### src/rtl/prog_pkg.sv
// -----------------------------------------------------------------------------
// prog_pkg
// Shared definitions for the configuration-chain loader: the loader FSM state
// encoding, the CRC-16-CCITT constants and a single-bit CRC step function.
// -----------------------------------------------------------------------------
package prog_pkg;

  typedef enum logic [2:0] {
    ST_IDLE,
    ST_FETCH,
    ST_SHIFT,
    ST_VERIFY,
    ST_DONE
  } state_e;

  localparam logic [15:0] CRC_POLY = 16'h1021;
  localparam logic [15:0] CRC_INIT = 16'hFFFF;

  // One serial CRC-16-CCITT step: MSB-first, no reflection.
  function automatic logic [15:0] crc16_step(input logic [15:0] crc, input logic b);
    logic fb;
    fb = crc[15] ^ b;
    return fb ? ({crc[14:0], 1'b0} ^ CRC_POLY) : {crc[14:0], 1'b0};
  endfunction

endpackage

### src/rtl/prog_crc16.sv
// -----------------------------------------------------------------------------
// prog_crc16
// Serial CRC-16-CCITT accumulator (poly 0x1021, init 0xFFFF, no final XOR).
//   clk, rst_n : clock, asynchronous active-low reset
//   clr        : reload the register with CRC_INIT (has priority over en)
//   en         : absorb bit_in this cycle
//   bit_in     : serial data bit
//   crc        : current CRC value
// -----------------------------------------------------------------------------
module prog_crc16
  import prog_pkg::*;
(
  input  logic        clk,
  input  logic        rst_n,
  input  logic        clr,
  input  logic        en,
  input  logic        bit_in,
  output logic [15:0] crc
);

  logic [15:0] crc_q;
  logic [15:0] crc_d;

  // NOTE: every combinational output gets a default first, so no path can
  // leave it unassigned and infer a latch.
  always_comb begin
    crc_d = crc_q;
    if (clr) begin
      crc_d = CRC_INIT;
    end else if (en) begin
      crc_d = crc16_step(crc_q, bit_in);
    end
  end

  // NOTE: state registers use non-blocking assignments so every flop samples
  // the values from before the edge, independent of statement order.
  always_ff @(posedge clk or negedge rst_n) begin
    if (!rst_n) begin
      crc_q <= CRC_INIT;
    end else begin
      crc_q <= crc_d;
    end
  end

  assign crc = crc_q;

endmodule

### src/rtl/prog_chain_loader.sv
// -----------------------------------------------------------------------------
// prog_chain_loader
// Serializes a W-bit word stream onto the fabric configuration shift chain,
// exactly CHAIN_LEN bits, MSB of each word first. An optional verify pass
// rotates the chain once through prog_out and compares CRC signatures.
//   clk, rst_n        : clock (also the fabric prog_clk), async active-low reset
//   start, verify     : begin a load; verify selects the rotation pass
//   s_data/s_valid    : bitstream word handshake input
//   s_ready           : FETCH decode, a word is accepted this cycle
//   prog_in, prog_en  : serial data / shift enable to the chain head
//   prog_out          : serial data from the chain tail
//   busy, done        : activity flag and one-cycle completion pulse
//   crc_ok, crc_err   : verify result, held until the next start
// -----------------------------------------------------------------------------
module prog_chain_loader
  import prog_pkg::*;
#(
  parameter int CHAIN_LEN = 64,
  parameter int W         = 8
) (
  input  logic         clk,
  input  logic         rst_n,
  input  logic         start,
  input  logic         verify,
  input  logic [W-1:0] s_data,
  input  logic         s_valid,
  output logic         s_ready,
  output logic         prog_in,
  output logic         prog_en,
  input  logic         prog_out,
  output logic         busy,
  output logic         done,
  output logic         crc_ok,
  output logic         crc_err
);

  localparam int CW = $clog2(CHAIN_LEN + 1);
  localparam logic [CW-1:0] LEN_C = CW'(CHAIN_LEN);

  state_e         state_q, state_d;
  logic [W-1:0]   buf_q, buf_d;
  logic [CW-1:0]  word_left_q, word_left_d;  // bits still to shift after the current one
  logic [CW-1:0]  bit_cnt_q, bit_cnt_d;      // bits sent (SHIFT) or rotated (VERIFY)
  logic           verify_q, verify_d;
  logic           prog_en_q, prog_en_d;
  logic           prog_in_q, prog_in_d;
  logic           busy_q, busy_d;
  logic           done_q, done_d;
  logic           crc_ok_q, crc_ok_d;
  logic           crc_err_q, crc_err_d;

  logic [31:0]    rem;
  logic [31:0]    wbits;
  logic           cnt_last;
  logic [15:0]    tx_crc, rx_crc;
  logic           crc_clr;

  assign cnt_last = (bit_cnt_q == LEN_C - 1'b1);
  assign crc_clr  = (state_q == ST_IDLE) && start;

  always_comb begin
    state_d     = state_q;
    buf_d       = buf_q;
    word_left_d = word_left_q;
    bit_cnt_d   = bit_cnt_q;
    verify_d    = verify_q;
    prog_en_d   = 1'b0;
    prog_in_d   = 1'b0;
    busy_d      = busy_q;
    done_d      = 1'b0;
    crc_ok_d    = crc_ok_q;
    crc_err_d   = crc_err_q;
    // Bits this word contributes: a full word, or the tail of the chain.
    rem   = 32'(CHAIN_LEN) - 32'(bit_cnt_q);
    wbits = (rem > 32'(W)) ? 32'(W) : rem;

    case (state_q)
      ST_IDLE: begin
        if (start) begin
          bit_cnt_d = '0;
          crc_ok_d  = 1'b0;
          crc_err_d = 1'b0;
          verify_d  = verify;
          busy_d    = 1'b1;
          state_d   = ST_FETCH;
        end
      end
      ST_FETCH: begin
        // The MSB goes straight to prog_in so the first SHIFT cycle drives it.
        if (s_valid) begin
          prog_en_d   = 1'b1;
          prog_in_d   = s_data[W-1];
          buf_d       = s_data << 1;
          word_left_d = CW'(wbits - 32'd1);
          state_d     = ST_SHIFT;
        end
      end
      ST_SHIFT: begin
        bit_cnt_d = bit_cnt_q + 1'b1;
        if (word_left_q != '0) begin
          prog_en_d   = 1'b1;
          prog_in_d   = buf_q[W-1];
          buf_d       = buf_q << 1;
          word_left_d = word_left_q - 1'b1;
        end else if (cnt_last) begin
          if (verify_q) begin
            prog_en_d = 1'b1;
            bit_cnt_d = '0;
            state_d   = ST_VERIFY;
          end else begin
            done_d  = 1'b1;
            busy_d  = 1'b0;
            state_d = ST_DONE;
          end
        end else begin
          state_d = ST_FETCH;
        end
      end
      ST_VERIFY: begin
        bit_cnt_d = bit_cnt_q + 1'b1;
        if (cnt_last) begin
          done_d  = 1'b1;
          busy_d  = 1'b0;
          state_d = ST_DONE;
        end else begin
          prog_en_d = 1'b1;
        end
      end
      ST_DONE: begin
        if (verify_q) begin
          crc_ok_d  = (tx_crc == rx_crc);
          crc_err_d = (tx_crc != rx_crc);
        end
        state_d = ST_IDLE;
      end
      default: state_d = ST_IDLE;
    endcase
  end

  always_ff @(posedge clk or negedge rst_n) begin
    if (!rst_n) begin
      state_q     <= ST_IDLE;
      buf_q       <= '0;
      word_left_q <= '0;
      bit_cnt_q   <= '0;
      verify_q    <= 1'b0;
      prog_en_q   <= 1'b0;
      prog_in_q   <= 1'b0;
      busy_q      <= 1'b0;
      done_q      <= 1'b0;
      crc_ok_q    <= 1'b0;
      crc_err_q   <= 1'b0;
    end else begin
      state_q     <= state_d;
      buf_q       <= buf_d;
      word_left_q <= word_left_d;
      bit_cnt_q   <= bit_cnt_d;
      verify_q    <= verify_d;
      prog_en_q   <= prog_en_d;
      prog_in_q   <= prog_in_d;
      busy_q      <= busy_d;
      done_q      <= done_d;
      crc_ok_q    <= crc_ok_d;
      crc_err_q   <= crc_err_d;
    end
  end

  prog_crc16 u_tx_crc (
    .clk    (clk),
    .rst_n  (rst_n),
    .clr    (crc_clr),
    .en     (state_q == ST_SHIFT),
    .bit_in (prog_in_q),
    .crc    (tx_crc)
  );

  prog_crc16 u_rx_crc (
    .clk    (clk),
    .rst_n  (rst_n),
    .clr    (crc_clr),
    .en     (state_q == ST_VERIFY),
    .bit_in (prog_out),
    .crc    (rx_crc)
  );

  // Loopback must be same-cycle: a register in the path would make the ring
  // CHAIN_LEN+1 long and CHAIN_LEN rotations would no longer restore it.
  assign prog_in = (state_q == ST_VERIFY) ? prog_out : prog_in_q;
  assign prog_en = prog_en_q;
  assign s_ready = (state_q == ST_FETCH);
  assign busy    = busy_q;
  assign done    = done_q;
  assign crc_ok  = crc_ok_q;
  assign crc_err = crc_err_q;

endmodule
### config.mk
export PLATFORM = sky130hd
export DESIGN_NAME = prog_chain_loader
export DESIGN_NICKNAME = d
export VERILOG_FILES = /design/src/rtl/prog_pkg.sv /design/src/rtl/prog_crc16.sv /design/src/rtl/prog_chain_loader.sv
export SDC_FILE = /design/constraint.sdc
export NUM_CORES = 1
export LEC_CHECK = 0
export CAP_MARGIN = 20
export CORE_ASPECT_RATIO = 1.5
export CORE_UTILIZATION = 55
export DETAILED_ROUTE_END_ITERATION = 16
export PLACE_DENSITY_LB_ADDON = 0.12
export SLEW_MARGIN = 20
export SYNTH_ARGS = -nofsm -noshare
export SYNTH_HDL_FRONTEND = slang
export SYNTH_HIERARCHICAL = 1
export SYNTH_SLANG_ARGS = --single-unit
export TNS_END_PERCENT = 10
### constraint.sdc
create_clock -name clk -period 5.6 [get_ports clk]
set_clock_uncertainty 0.2 [all_clocks]
set_input_delay 1.12 -clock clk [delete_from_list [all_inputs] [get_ports clk]]
set_output_delay 1.12 -clock clk [all_outputs]
set_load 0.05 [all_outputs]
==> metrics.md <==
| Metric | Value |
|---|---|
| Worst hold path type | `reg -> reg` |
| Total GRT Usage | `23.7%` |
| Most common cell after layout, fill and taps aside | `nor2b_1` |
| Die width | `67 µm` |
| Cts repair resizes | `0` |
| # Post-CTS Setup Buffers | `0` |
| Initial Util | `56.9%` |
| Cts bufs inserted | `9` |
| Post-Syn Nets | `347` |
| Setup TNS | `0 ns` |
| First-pass GRT wire length | `11700 µm` |
| Cell count after synthesis | `330` |
| Flop and latch count out of synthesis | `63` |
| IO Pins | `21` |
| Power Density | `655 mW/mm²` |
| Area grow syn2layout | `13.1%` |
| Most used flip-flop cell after synthesis | `dfstp_2` |
| Commonest cells after routing, fill and taps aside | `35 x nor2b_1, 32 x nand2_1, 32 x a211o_1, 32 x dfstp_2, 31 x dfrtp_1` |
| Crit end category | `primary output` |
| CP required | `4.28 ns` |
| Peak Freq | `241 MHz` |
| Yosys warning count | `6` |
| Cell Area, Synth | `0.00349 mm²` |
| Core area | `0.00613 mm²` |
| # rows | `35` |
| Antenna diodes | `0` |
| Depth of the worst register-to-register path | `10` |
| Crit. Startpoint | `state_q[1]` |
| Share of layout cells above drive strength 1 | `18.9%` |
| CTS tree | `done` |
| Sequential element share of the synthesized area | `46.4%` |
| 1st-iter DRT viols | `216` |
| Detailed Route WL | `7060 µm` |
| Hold WS | `0.287 ns` |
| IO buf count | `20` |
| Die area | `0.00667 mm²` |
| WS Path Type | `reg -> out` |
| Htree depth | `3` |
| Relative slew slack | `47.7%` |
| Final setup vio count | `0` |
| Clock Latency Late Sink | `0.34 ns` |
| Nets | `363` |
| Clock Pin Slew Worst Setup and Hold Paths | `0.06 ns` |
| Total grt overflow | `0` |
| Max cap viols | `0` |
| Worst-margin pin slew | `0.784 ns` |
| Tcrit/Tclk final | `74.0%` |
| Fin. Hold Viols | `0` |
| Post-DP HPWL | `4720 µm` |
| Avg Inst Size Synth | `10.6 µm²` |
| Clock Tree Root | `clkbuf_8` |
| Final min period | `4.15 ns` |
| Wire per inst | `16.6 µm` |
| RSZ-0062 raised after global routing | `no` |
| Worst setup SP type | `flop` |
| Max IR drop VDD | `364 µV` |
| Worst R2R Start | `bit_cnt_q[0]` |
| Worst Path Max Fanout | `33` |
| Outcome | `complete, no violations` |
| GPL Wtd Cong | `0.809` |
| Worst hold path depth | `1` |
| Remaining antenna violation count | `0` |
| Pin count of the biggest net entering global routing | `64` |
| Cts hold-fix bufs | `0` |
| Final Max Slew Viols | `0` |
| Arrival time at the worst endpoint | `2.83 ns` |
| Via density | `5.81` |
| Number of synthesized flops with an enable pin | `0` |
| CTS sink cnt | `63` |
| # DRC | `0` |
| Initial antenna violation count | `0` |
| Worst hold start | `busy` |
| Vias in the first global route | `2453` |
| Setup ws final | `1.45 ns` |
| P_leak | `1.72 nW` |
| Max clock buf depth | `2` |
| Post-synth ARST share | `100%` |
| Setup WS pre-CTS | `1.63 ns` |
| DR vias | `2462` |
| Chip Height | `99.5 µm` |
| Synth cell types | `54` |
| Initial DRT Pass Iterations | `4` |
==> power breakdown <==
group | leakage (nW) | internal (mW) | switching [mW]
clock network | 0.123 | 0.318 | 0.170
logic | 0.885 | 0.568 | 0.531
registers | 0.716 | 0.757 | 0.241
total | 1.72 | 1.64 | 0.942
==> worst paths after layout <==
| check | endpoint | slack (ns) |
|---|---|---|
| worst max-delay path | prog_in | 1.45 |
| worst min-delay path | busy | 0.29 |
| worst max register to register | word_left_q[6] | 2.49 |
| worst min register to register | busy | 0.29 |
| max in group asynchronous | buf_q[3] | 3.94 |
| min in group asynchronous | crc_err | 0.75 |
==> Yosys cell counts (2+ instances only) <==
library cell	count	area share, %
and2_1	2	0.36
nand4_1	4	0.72
nor2_1	23	2.5
o21bai_1	2	0.43
mux2i_1	3	0.86
a22oi_1	2	0.43
xor2_1	3	0.75
nor3_1	4	0.57
inv_1	5	0.54
ha_1	3	1.1
mux2_2	3	0.97
nand4b_1	2	0.50
nand3_1	6	0.86
dfrtp_1	31	22
buf_2	9	1.3
a31oi_1	6	1.1
nor4_1	4	0.72
nor2b_1	35	6.3
clkbuf_1	3	0.32
nor3b_1	3	0.65
nand2_1	32	3.4
a211o_1	32	8.0
nand2b_1	5	0.90
a21oi_1	5	0.72
buf_4	5	1.1
o21ai_0	13	1.9
a22o_1	2	0.50
xor3_1	4	2.7
a21o_1	2	0.43
xnor2_1	21	5.3
o31ai_1	2	0.43
dfstp_2	32	24
==> stage by stage <==
step | util [%] | total power, mW | cell area, µm² | instances
after detailed placement | 60.3 | 2.10 | 3700 | 409
after CTS | 64.3 | 2.60 | 3940 | 424
after global placement | 60.3 | 2.07 | 3700 | 409
final | 64.3 | 2.58 | 3940 | 424
after global routing | 64.3 | 2.77 | 3940 | 424
after floorplan | - | 1.90 | 3490 | 330
==> critical path, cell delays in order (launching register included) <==
cell             delay (ns)
dfrtp_1                0.50
nor2b_1                0.42
and2_1                 0.19
buf_4                  0.29
mux2_2                 0.38
clkdlybuf4s50_1        0.70
==> layout make-up <==
class	count	area [µm²]
clock inverters	3	90.1
clock buffers	12	155
multi-input cells	243	1750
inverters	6	23.8
flip-flops and latches	63	1620
fillers	522	2190
repair buffers	23	218
well taps	74	92.6
==> layer usage <==
metal	vias to the layer above	share of wire, %	track usage, %
li1	1197	-	-
met1	1226	40	26.6
met2	30	55	41.8
met3	9	2.4	5.73
met4	0	1.7	8.84
met5	-	0	0
==> logic make-up (layout without fill, tap and decap cells) <==
logic type | after synthesis | in the layout | synth area share [%]
compound gates | 74 | 74 | 16.9
xor+xnor | 28 | 28 | 8.76
fa+ha+maj | 3 | 3 | 1.08
buf+inv | 24 | 44 | 3.70
flops | 63 | 63 | 46.4
mux | 7 | 7 | 2.48
simple gates | 131 | 131 | 20.7
==> registers in the layout, summed over array words and instances (netlist names), 3 cells and up <==
| signal | count |
|---|---|
| word_left_q | 7 |
| u_rx_crc/crc | 16 |
| buf_q | 7 |
| u_tx_crc/crc | 16 |
| state_q | 3 |
| bit_cnt_q | 7 |
Power figures use the tool's default switching activity.
